### src/rtl/mpeg2_stream_packer.sv
// rtl/mpeg2_stream_packer.sv - 256-bit word FIFO re-serialised MSB-first to an OW-bit valid/ready stream
// Optional saturating drop counter: define MPEG2_PACKER_DROPCNT_EN.
module mpeg2_stream_packer #(
    parameter int OW      = 32,
    parameter int DEPTH_L = 4
) (
    input  logic               clk,
    input  logic               rst,
    input  logic               i_en,
    input  logic               i_last,
    input  logic [255:0]       i_data,
    output logic               o_valid,
    input  logic               o_ready,
    output logic [OW-1:0]      o_data,
    output logic               o_last,
    output logic [DEPTH_L:0]   o_level,
    output logic               o_overflow,
    output logic [15:0]        o_drop_cnt
);
    localparam int NB    = 256 / OW;
    localparam int DEPTH = 1 << DEPTH_L;
    localparam int BW    = (NB > 1) ? $clog2(NB) : 1;

    logic [256:0]         mem [DEPTH];
    logic [DEPTH_L-1:0]   wr_ptr;
    logic [DEPTH_L-1:0]   rd_ptr;
    logic [DEPTH_L:0]     count;
    logic [BW-1:0]        b;
    logic [256:0]         head;
    logic [255:0]         shifted;
    logic                 beat_end;
    logic                 xfer;
    logic                 pop;
    logic                 accept;

    assign head     = mem[rd_ptr];
    assign beat_end = (b == BW'(NB - 1));
    assign xfer     = o_valid && o_ready;
    assign pop      = xfer && beat_end;
    // A full FIFO still takes a word when the head's final beat leaves this cycle.
    assign accept   = i_en && (!count[DEPTH_L] || pop);

    // Beat b is selected by shifting it up to the MSB end of the head word.
    assign shifted  = head[255:0] << (OW * int'(b));
    assign o_data   = shifted[255 -: OW];
    assign o_valid  = (count != '0);
    assign o_last   = head[256] && beat_end;
    assign o_level  = count;

    always_ff @(posedge clk) begin
        if (accept) begin
            mem[wr_ptr] <= {i_last, i_data};
        end
    end

    always_ff @(posedge clk) begin
        if (rst) begin
            wr_ptr     <= '0;
            rd_ptr     <= '0;
            count      <= '0;
            b          <= '0;
            o_overflow <= 1'b0;
        end else begin
            if (accept) begin
                wr_ptr <= wr_ptr + DEPTH_L'(1);
            end
            if (xfer) begin
                if (beat_end) begin
                    b      <= '0;
                    rd_ptr <= rd_ptr + DEPTH_L'(1);
                end else begin
                    b <= b + BW'(1);
                end
            end
            if (accept && !pop) begin
                count <= count + (DEPTH_L+1)'(1);
            end else if (!accept && pop) begin
                count <= count - (DEPTH_L+1)'(1);
            end
            if (i_en && !accept) begin
                o_overflow <= 1'b1;
            end
        end
    end

`ifdef MPEG2_PACKER_DROPCNT_EN
    logic [15:0] drop_cnt;

    always_ff @(posedge clk) begin
        if (rst) begin
            drop_cnt <= '0;
        end else if (i_en && !accept && drop_cnt != 16'hFFFF) begin
            drop_cnt <= drop_cnt + 16'd1;
        end
    end

    assign o_drop_cnt = drop_cnt;
`else
    assign o_drop_cnt = '0;
`endif

endmodule

### config.mk
export PLATFORM = sky130hd
export DESIGN_NAME = mpeg2_stream_packer
export DESIGN_NICKNAME = d
export VERILOG_FILES = /design/src/rtl/mpeg2_stream_packer.sv
export SDC_FILE = /design/constraint.sdc
export NUM_CORES = 2
export LEC_CHECK = 0
export CAP_MARGIN = 20
export CELL_PAD_IN_SITES_DETAIL_PLACEMENT = 2
export CELL_PAD_IN_SITES_GLOBAL_PLACEMENT = 2
export CORE_MARGIN = 2
export CORE_UTILIZATION = 55
export CTS_CLUSTER_DIAMETER = 150
export DETAILED_ROUTE_END_ITERATION = 6
export HOLD_SLACK_MARGIN = 0.08
export PLACE_DENSITY = 0.82
export SETUP_SLACK_MARGIN = 0.15
export SYNTH_ARGS = -nofsm -noshare
export SYNTH_HDL_FRONTEND = slang
export SYNTH_MEMORY_MAX_BITS = 65536
export SYNTH_SLANG_ARGS = --single-unit
### constraint.sdc
create_clock -name clk -period 67 [get_ports clk]
set_input_delay 13.4 -clock clk [delete_from_list [all_inputs] [get_ports clk]]
set_output_delay 13.4 -clock clk [all_outputs]
set_load 0.02 [all_outputs]
==> results of run 1 <==
## through the flow
step	instances	instance area [um2]	setup slack, ns	hold WS, ns
floorplan	5952	157000	34.40	0.459
global placement	9815	164000	45.53	0.459
## cells in the mapped netlist, drive strengths merged
master / count
ha: 11
nand3: 4
nor2: 27
o21ai: 2
clkbuf: 189
buf: 136
nor3: 5
fa: 1
a21boi: 1
dfxtp: 21
or3: 3
mux2i: 4
a31oi: 1
nand2: 11
a21o: 2
mux4: 1349
edfxtp: 4112
conb: 1
nand4: 2
nand2b: 2
xnor2: 4
inv: 3
and2: 1
a21oi: 8
mux2: 32
xor2: 5
## cells by family after synthesis
| group | after synthesis | synth area share [%] |
|---|---|---|
| multiplexers | 1385 | 19.7 |
| flip-flops | 4133 | 79.1 |
| adder cells (fa/ha/maj) | 12 | 0.101 |
| AND/OR/NAND/NOR | 55 | 0.152 |
| AO/OA/AOI/OAI | 14 | 0.0503 |
| XOR/XNOR | 9 | 0.0503 |
| other | 1 | 0.00239 |
| buffers and inverters | 328 | 0.903 |
==> results.txt, run 1 <==
Status -> stopped before the end
Failed at -> detailed placement (3_5_place_dp)
Error -> [ERROR DPL-0033] detailed placement checks failed during check placement.
GPL Wtd Cong -> 0.777
Yosys warning total -> 0
Io pins -> 317
IO buf count -> 300
Area leader, netlist -> edfxtp_1
Post-DP HPWL -> 363000 um
Sequential area share after synthesis -> 79.1%
Die Width -> 538 um
Initial Util -> 55.4%
Post-Syn Instances -> 5937
Overall die height -> 538 um
Number of synthesized register bits -> 4133
Mapped Area -> 157000 um2
Synth area leaders -> edfxtp_1, mux4_2, clkbuf_1
# rows -> 195
Synth top area share -> 78.8%
Mean Syn Cell Area -> 26.4 um2
Yosys cell types -> 28
==> inputs of run 2 (changes only) <==
==> config.mk (replaced) <==
export PLATFORM = sky130hd
export DESIGN_NAME = mpeg2_stream_packer
export DESIGN_NICKNAME = d
export VERILOG_FILES = /design/src/rtl/mpeg2_stream_packer.sv
export SDC_FILE = /design/constraint.sdc
export NUM_CORES = 2
export LEC_CHECK = 0
export CAP_MARGIN = 20
export CORE_MARGIN = 2
export CORE_UTILIZATION = 40
export DETAILED_ROUTE_END_ITERATION = 6
export PLACE_DENSITY_LB_ADDON = 0.15
export SYNTH_ARGS = -nofsm -noshare
export SYNTH_HDL_FRONTEND = slang
export SYNTH_MEMORY_MAX_BITS = 65536
export SYNTH_SLANG_ARGS = --single-unit
==> results.txt, run 2 <==
Io pins -> 317 (unchanged)
P&R area growth vs syn -> 15.1%
Mean Syn Cell Area -> 26.4 um2 (unchanged)
Setup repair bufs after CTS -> 0
Post-synth top cells -> edfxtp_1, mux4_2, clkbuf_1
Yosys cell types -> 28 (unchanged)
GPL Wtd Cong -> 0.763 (-1.8%)
Max reg flops -> 4112
Post-place instance area -> 166000 um2
Fmax -> 44.2 MHz
Switch Pwr -> 1290 uW
Clk slew on worst S/H paths -> 0.06 ns
Post-Syn Instances -> 5937 (unchanged)
Final hold viol count -> 0
Most frequent cells in the layout -> edfxtp_1, mux4_2, clkbuf_16
Setup WS post-layout -> 44.37 ns
Finish-stage setup viols -> 0
Number of synthesized register bits -> 4133 (unchanged)
Max IR drop VDD -> 0.0216 mV
Power per cell area -> 31.8 nW/um2
Tot GR Track Use -> 21.5%
Share of cells above drive strength 1 -> 31.6%
Initial Util -> 40.2% (-15 points)
WP data required -> 53.60 ns
Multiplexer share of the synthesized area -> 19.7% (unchanged)
Synth Area in Compound Gates -> 0.0503% (unchanged)
Resize count post-CTS -> 0
Int Pwr -> 4450 uW
Mapped Area -> 157000 um2 (unchanged)
Final net count -> 6783
Drt drc -> 0
Post-CTS Hold Fix Bufs -> 0
Clk Latency, worst-skew pair -> 0.98 ns
Most used cell, CP -> buf_4
Synth area leaders -> edfxtp_1, mux4_2, clkbuf_1
Total Wirelength -> 429000 um
Die Width -> 630 um (+17%)
Slowest cell on crit path -> dfxtp_4
Delay of the slowest critical-path stage -> 0.92 ns
Yosys warning total -> 0 (unchanged)
Clk pwr share -> 41.0%
CP max FO -> 65
Switching Share -> 22.5%
Area leader, netlist -> edfxtp_1
Tcrit/Tclk final -> 33.8%
CTS tree -> done
Type of the most critical hold path -> flop to flop
Vias per cell -> 5.79
CP Launch Type -> flop
Worst-Margin Slew -> 1.09 ns
H-Tree Depth -> 5
Sequential area share after synthesis -> 79.1% (unchanged)
Largest net degree at the start of global routing -> 108
Synth Flop Type -> edfxtp_1
Post-synthesis adder-cell area fraction -> 0.101% (unchanged)
Core Util, Final -> 46.3%
Kind of critical path -> flop to output pin
Unrepaired setup endpoints after global routing -> no
Sequential Area -> 124000 um2
Minimum clock period -> 22.63 ns
# clock sinks -> 4133
Iteration-0 DRC Markers -> 7744
Combinational power share -> 7.5%
Total power -> 5740 uW
Area occupied by multi-input gates -> 31500 um2
Synth top area share -> 78.8% (unchanged)
Fin Setup TNS -> 0 ns
Slew HR -> 27.3%
Most numerous cell in the Yosys netlist -> edfxtp_1
Synth Area in XOR/XNOR -> 0.0503% (unchanged)
Post-DP HPWL -> 235000 um (-35%)
Clock buffer depth -> 4
First-pass GRT wire length -> 596000 um
Fraction of registers with async set/reset -> 0% (unchanged)
DR pass1 iterations -> 7
IO buf count -> 300 (unchanged)
CTS Buf Count -> 426
Total gr overflow -> 0
Simple-gate area share of the yosys netlist -> 0.152% (unchanged)
Status -> complete, no violations
Largest Register -> mem
Maxcap violations -> 0
Core area -> 389000 um2
Max-slew violation count -> 0
CP endpoint kind -> output pin
Die area -> 397000 um2
Overall die height -> 630 um (+17%)
Remaining antenna violation count -> 0
Critical Path AT -> 9.23 ns
Cells along the critical path -> buf_4 > buf_4 > buf_4 > buf_4 > buf_4 > mux4_2 > mux4_2 > mux4_2 > mux2_2 > clkdlybuf4s50_1
Fillcell total -> 31600
Pre-CTS setup slack -> 45.36 ns
Post-Route Skew -> 0.0339 ns
Number of synthesized flops with an enable pin -> 4112 (unchanged)
Initial antenna violation count -> 148
Largest family of logic cells by synthesized area -> multiplexers
# rows -> 229 (+17%)
Flop pwr share -> 51.5%
Root Driver -> clkbuf_16
Post-route cell area -> 180000 um2
DR WL/cell -> 35.4 um
Vias -> 70200
P_leak -> 0.0533 uW
Most common cell after layout, fill and taps aside -> edfxtp_1
Number of global-route vias before repair -> 72500
run 2: area by class of cell:
cell class                      count  area share, %
Antenna cell                       42         0.0583
Clock buffer                      517           6.18
Clock inverter                    274           1.48
Inverter                            3        0.00624
Multi-Input combinational cell   1491           17.5
Sequential cell                  4133           68.7
Tap cell                         5197           3.61
Timing Repair Buffer              455           2.48
run 2: final timing paths:
path / to / start / depth (start not counted) / slack [ns]
min reg2reg: o_overflow$_SDFFE_PP0P_ / o_overflow$_SDFFE_PP0P_ / 2 / 0.48
max: o_data[29] / flop / 10 / 44.37
min: o_overflow$_SDFFE_PP0P_ / o_overflow$_SDFFE_PP0P_ / 2 / 0.48
max reg2reg: mem[15][145]$_DFFE_PP_ / b[1]$_SDFFE_PP0N_ / 10 / 60.37
run 2: critical path, delay by kind of cell, from the launching register on:
kind,cells,cell delay (ns)
flops,1,0.92
buf+inv,6,4.81
mux,4,2.04
run 2: cells by family (layout without fill, tap and decap cells):
logic type	count (synthesis)	in the layout
multiplexers	1385	1385
adder cells (fa/ha/maj)	12	12
AO/OA/AOI/OAI	14	14
buffers and inverters	328	1249
other	1	58
flip-flops	4133	4133
XOR/XNOR	9	9
AND/OR/NAND/NOR	55	55
run 2: per-layer routing:
metal	vias up	GRT usage, %	share of wire, %
li1	27500	-	-
met1	39800	30.7	43
met2	2219	35.7	50
met3	637	3.20	5.5
met4	36	4.02	1.9
met5	-	0	0.053
run 2: metrics by stage:
step	cells	hold slack, ns
floorplan	5952	0.459
global placement	11300	0.455
detailed placement	11300	0.472
CTS	12100	0.488
global route	12100	0.542
finish	12100	0.484
run 2: power by group through the flow:
stage                     clock network [uW]  logic [uW]  registers (uW)
after detailed placement                   0         439            3010
after global placement                     0         436            3010
after global routing                    2510         446            2960
final                                   2350         429            2960
after CTS                               2410         440            2960
after floorplan                            0         182            3060
(Power assumes the default switching activity.)
